### config.mk
export PLATFORM = sky130hd
export DESIGN_NAME = fir4_serial_mac_ctrl
export DESIGN_NICKNAME = d
export VERILOG_FILES = /design/src/rtl/fir_ctrl_pkg.sv /design/src/rtl/fir_tap_mac.sv /design/src/rtl/fir4_serial_mac_ctrl.sv
export SDC_FILE = /design/constraint.sdc
export NUM_CORES = 1
export LEC_CHECK = 0
export CAP_MARGIN = 20
export CORE_MARGIN = 1
export CORE_UTILIZATION = 55
export CTS_BUF_LIST = sky130_fd_sc_hd__clkbuf_4 sky130_fd_sc_hd__clkbuf_8 sky130_fd_sc_hd__clkbuf_16
export DETAILED_ROUTE_END_ITERATION = 16
export HOLD_SLACK_MARGIN = 0.02
export MAX_ROUTING_LAYER = met4
export PLACE_DENSITY = 0.86
export SLEW_MARGIN = 10
export SYNTH_ARGS = -nofsm -noshare
export SYNTH_HDL_FRONTEND = slang
export SYNTH_SLANG_ARGS = --single-unit
export TNS_END_PERCENT = 1
### constraint.sdc
create_clock -name clk -period 6.7 [get_ports clk]
set_clock_uncertainty 0.05 [all_clocks]
set_input_delay 1.34 -clock clk [delete_from_list [all_inputs] [get_ports clk]]
set_output_delay 1.34 -clock clk [all_outputs]
set_load 0.01 [all_outputs]
### src/rtl/fir_ctrl_pkg.sv
// Shared definitions for the serial 4-tap FIR sequencer: state encoding,
// tap-count constants and the power-up coefficient set.
package fir_ctrl_pkg;

    localparam logic [1:0] ST_IDLE = 2'd0;
    localparam logic [1:0] ST_MAC  = 2'd1;
    localparam logic [1:0] ST_OUT  = 2'd2;

    typedef enum logic [1:0] {
        S_IDLE = ST_IDLE,
        S_MAC  = ST_MAC,
        S_OUT  = ST_OUT
    } state_t;

    localparam int NTAPS = 4;
    localparam int TAP_W = $clog2(NTAPS);

    localparam logic [7:0] DEF_H0 = 8'd5;
    localparam logic [7:0] DEF_H1 = 8'd6;
    localparam logic [7:0] DEF_H2 = 8'd7;
    localparam logic [7:0] DEF_H3 = 8'd8;

endpackage

### src/rtl/fir_tap_mac.sv
// The single shared multiply-accumulate: acc_out = acc_in + a*b.
// The product is kept at full width and the sum wraps at YW bits.
module fir_tap_mac #(
    parameter int CW = 8,
    parameter int XW = 8,
    parameter int YW = 16
) (
    input  logic [YW-1:0] acc_in,
    input  logic [CW-1:0] a,
    input  logic [XW-1:0] b,
    output logic [YW-1:0] acc_out
);

    logic [CW+XW-1:0] prod;

    assign prod    = {{XW{1'b0}}, a} * {{CW{1'b0}}, b};
    assign acc_out = acc_in + YW'(prod);

endmodule

### src/rtl/fir4_serial_mac_ctrl.sv
// Sequencer for a 4-tap unsigned FIR that time-shares one multiplier and one
// accumulator across all taps: accept a sample, run four MAC cycles, present
// the result on a valid/ready output, then return to IDLE for the next sample.
module fir4_serial_mac_ctrl
    import fir_ctrl_pkg::*;
#(
    parameter int            XW = 8,
    parameter int            CW = 8,
    parameter int            YW = 16,
    parameter logic [CW-1:0] H0 = DEF_H0,
    parameter logic [CW-1:0] H1 = DEF_H1,
    parameter logic [CW-1:0] H2 = DEF_H2,
    parameter logic [CW-1:0] H3 = DEF_H3
) (
    input  logic          clk,
    input  logic          reset,
    input  logic [XW-1:0] x,
    input  logic          x_valid,
    output logic          x_ready,
    output logic [YW-1:0] y,
    output logic          y_valid,
    input  logic          y_ready,
    input  logic          coef_we,
    input  logic [1:0]    coef_addr,
    input  logic [CW-1:0] coef_data,
    output logic          busy
);

    state_t             state_q;
    logic [TAP_W-1:0]   tap_q;
    logic [YW-1:0]      acc_q;
    logic [YW-1:0]      y_q;
    logic               y_valid_q;
    logic               x_ready_q;
    logic               busy_q;
    logic [XW-1:0]      d_q [NTAPS];
    logic [CW-1:0]      h_q [NTAPS];
    logic [YW-1:0]      mac_out;

    // Shared MAC: the tap counter selects which coefficient/sample pair feeds it.
    fir_tap_mac #(
        .CW (CW),
        .XW (XW),
        .YW (YW)
    ) u_mac (
        .acc_in  (acc_q),
        .a       (h_q[tap_q]),
        .b       (d_q[tap_q]),
        .acc_out (mac_out)
    );

    // FSM with registered handshake outputs, delay line, coefficient bank and output register.
    always_ff @(posedge clk or posedge reset) begin
        if (reset) begin
            state_q   <= S_IDLE;
            tap_q     <= '0;
            acc_q     <= '0;
            y_q       <= '0;
            y_valid_q <= 1'b0;
            x_ready_q <= 1'b1;
            busy_q    <= 1'b0;
            for (int i = 0; i < NTAPS; i++) begin
                d_q[i] <= '0;
            end
            h_q[0] <= H0;
            h_q[1] <= H1;
            h_q[2] <= H2;
            h_q[3] <= H3;
        end else begin
            case (state_q)
                S_IDLE: begin
                    // A write accepted alongside a sample is already visible
                    // to that sample, since MAC begins on the following cycle.
                    if (coef_we) begin
                        h_q[coef_addr] <= coef_data;
                    end
                    if (x_valid) begin
                        d_q[0]    <= x;
                        for (int i = 1; i < NTAPS; i++) begin
                            d_q[i] <= d_q[i-1];
                        end
                        acc_q     <= '0;
                        tap_q     <= '0;
                        x_ready_q <= 1'b0;
                        busy_q    <= 1'b1;
                        state_q   <= S_MAC;
                    end
                end
                S_MAC: begin
                    acc_q <= mac_out;
                    if (tap_q == TAP_W'(NTAPS - 1)) begin
                        y_q       <= mac_out;
                        y_valid_q <= 1'b1;
                        state_q   <= S_OUT;
                    end else begin
                        tap_q <= tap_q + TAP_W'(1);
                    end
                end
                S_OUT: begin
                    if (y_ready) begin
                        y_valid_q <= 1'b0;
                        x_ready_q <= 1'b1;
                        busy_q    <= 1'b0;
                        state_q   <= S_IDLE;
                    end
                end
                default: begin
                    y_valid_q <= 1'b0;
                    x_ready_q <= 1'b1;
                    busy_q    <= 1'b0;
                    state_q   <= S_IDLE;
                end
            endcase
        end
    end

    assign x_ready = x_ready_q;
    assign y       = y_q;
    assign y_valid = y_valid_q;
    assign busy    = busy_q;

endmodule

==> results_dict.tcl <==
set metrics [dict create \
    status "finished clean" \
    worstHoldPathType "flop to flop" \
    synthFlopType "dfrtp_1" \
    fmax_mhz 178 \
    finalCritPeriodShare 0.840 \
    ctsHtreeMaxLevel 3 \
    initial_core_util 0.567 \
    clockBufferDepth 2 \
    portBuffers 41 \
    rows 40 \
    final_antenna_net_count 0 \
    drt_iter0_drc 313 \
    grt.overflow.total 0 \
    die-area_mm2 0.0129 \
    dp.cells 806 \
    cts_resized 0 \
    coreArea_mm2 0.0121 \
    vias 4570 \
    rsz0062_at_grt "no" \
    synth-xor-area-share 0.0102 \
    die_w_um 114 \
    grt_pass1_wl_mm 23.5 \
    insertion_delay_ns 0.35 \
    routedWlPerCell_um 16.9 \
    ys_types 52 \
    syn_area_mm2 0.00687 \
    syn_area_per_cell_um2 11.3 \
    layout_common_cells "inv_1, dfrtp_1, nand2_1" \
    final_common_cell "inv_1" \
    route.detailed.drc 0 \
    synth_edf_count 0 \
    clk_pin_slew_worst_paths_ns 0.07 \
    synth_top_area_frac 0.343 \
    gp_congestion 0.868 \
    grt_pass1_vias 4809 \
    n_antenna_cell 0 \
    cap_violations 0 \
    grt_max_degree 73 \
    io_pins 42 \
    routed_wl_mm 13.9 \
    synth-seq-cells 103 \
    synthAdderAreaFrac 0.211 \
    drv_slew 0 \
    worstPathMaxFanout 11 \
    crit_family "adder cells" \
    grt_use_total 0.245 \
    slowest_delay_ns 0.63 \
    area_growth_pct 12.4 \
    synth_mux_area_frac 0.159 \
    syn_nets 719 \
    totalNegativeSetupSlack_ns 0 \
    synth.area.top_cells "dfrtp_1, fa_1, mux2_2" \
    cts_setup_buffers 0 \
    layout-drive-gt1-share 0.185 \
    dpl.hpwl_mm 10.6 \
    fillers 950 \
    crit_path_end_kind "flop" \
    root_buffer "clkbuf_16" \
    antenna_found_initial 0 \
    crit_type "flop to flop" \
    worst_pin_slew_ns 0.886 \
    critPathBufInv 4 \
    hold_viol 0 \
    yosysTopAreaCell "dfrtp_1" \
    critPathArrivalTime_ns 5.77 \
    synth_compound_area_frac 0.0691 \
    slew_headroom 0.409 \
    fin_nets 758 \
    cts_hold_buf 0 \
    startpoint_type "flop" \
    yosys.area_share.simple 0.105 \
    period_needed_ns 5.63 \
    crit_top_cell "fa_1" \
    vias_per_cell 5.56 \
    critical_path.slowest_cell "mux4_2" \
    synth_top_family_by_area "adder cells" \
    clock_sinks 103 \
    fp.dieH_um 114 \
    cts_buffers 9 \
    hold_slack_ns 0.431 \
    cts_tree "done" \
    drt_pre_antenna_iters 5 \
    worstPathRequired_ns 6.85 \
    postSynthCellCount 610 \
    ys_seq_area_frac 0.377 \
    setup_violations 0 \
    final_cells 822 \
    worstPathCellList "buf_4 > mux4_2 > nand2_1 > fa_1 > fa_1 > inv_1 > fa_1 > inv_1 > fa_1 > inv_1 > ha_1 > a21o_1 > a21oi_1 > a21boi_0 > nor3_1 > o31ai_1" \
    async_flop_share 1.00 \
    yosysWarnings 0 \
]
per-layer routing:
layer	GRT usage	wire length, um	share of wire
met4	0.0860	346	0.025
met5	-	0	0
met1	0.308	5670	0.41
met2	0.399	7270	0.52
met3	0.0499	575	0.041
path summary, 6_finish.rpt:
check	endpoint	cells past startpoint	from	slack, ns
max	y[11]	16	tap_q[0]	1.07
min	y[7]	2	y[7]	0.43
max reg2reg	y[11]	16	tap_q[0]	1.07
min reg2reg	y[7]	2	y[7]	0.43
max in group asynchronous	h_q[11]	3	reset	4.09
min in group asynchronous	y[15]	2	reset	1.28
layout make-up:
type                            instances  area [um^2]  area share
Timing Repair Buffer                   45          440      0.0571
Inverter                              100          378      0.0490
Clock inverter                          3         26.3     0.00340
Clock buffer                           13          268      0.0347
Tap cell                              168          210      0.0272
Multi-Input combinational cell        390         3810       0.493
Sequential cell                       103         2590       0.335
registers in the layout, indices dropped and copies added, names as in the netlist:
name     cells
busy         1
x_ready      1
acc_q       16
y           16
d_q         32
h_q         32
y_valid      1
tap_q        2
state_q      2
through the flow:
step / utilization / area (um^2) / setup WS, ns
2_1_floorplan: - / 6870 / 1.69
3_3_place_gp: 0.613 / 7420 / 1.20
3_5_place_dp: 0.613 / 7420 / 1.04
4_1_cts: 0.637 / 7720 / 1.06
5_1_grt: 0.637 / 7720 / 0.698
6_report: 0.637 / 7720 / 1.07
cell usage after synthesis (3+ instances only):
master and count:
nor3_1 5, buf_4 3, dfstp_2 9, mux2_2 65, nand4_1 3, and2_1 32
inv_1 100, xnor2_1 6, clkbuf_1 4, nand3_1 4, o2111ai_1 3, mux4_2 16
o21ai_0 16, buf_2 9, nor2_1 10, o31ai_1 8, a22o_1 6, dfrtp_1 94
a21oi_1 9, fa_1 50, ha_1 36, nand2_1 82
tightest hold or removal path, cell delays in order, from the launching register on:
cell and delay [ns]:
dfrtp_1 0.34, nand2_1 0.04, o21ai_0 0.06
cell families after synthesis:
logic type | Yosys count
xor gates and xnor gates | 8
DFF | 103
adders and majority gates | 86
buffers and inverters | 117
and+or+nand+nor | 148
muxes | 81
AOI/OAI and AO/OA | 67
Power is not shown: default switching activity piles up to over one toggle a cycle in this logic, so the estimate is an artifact.
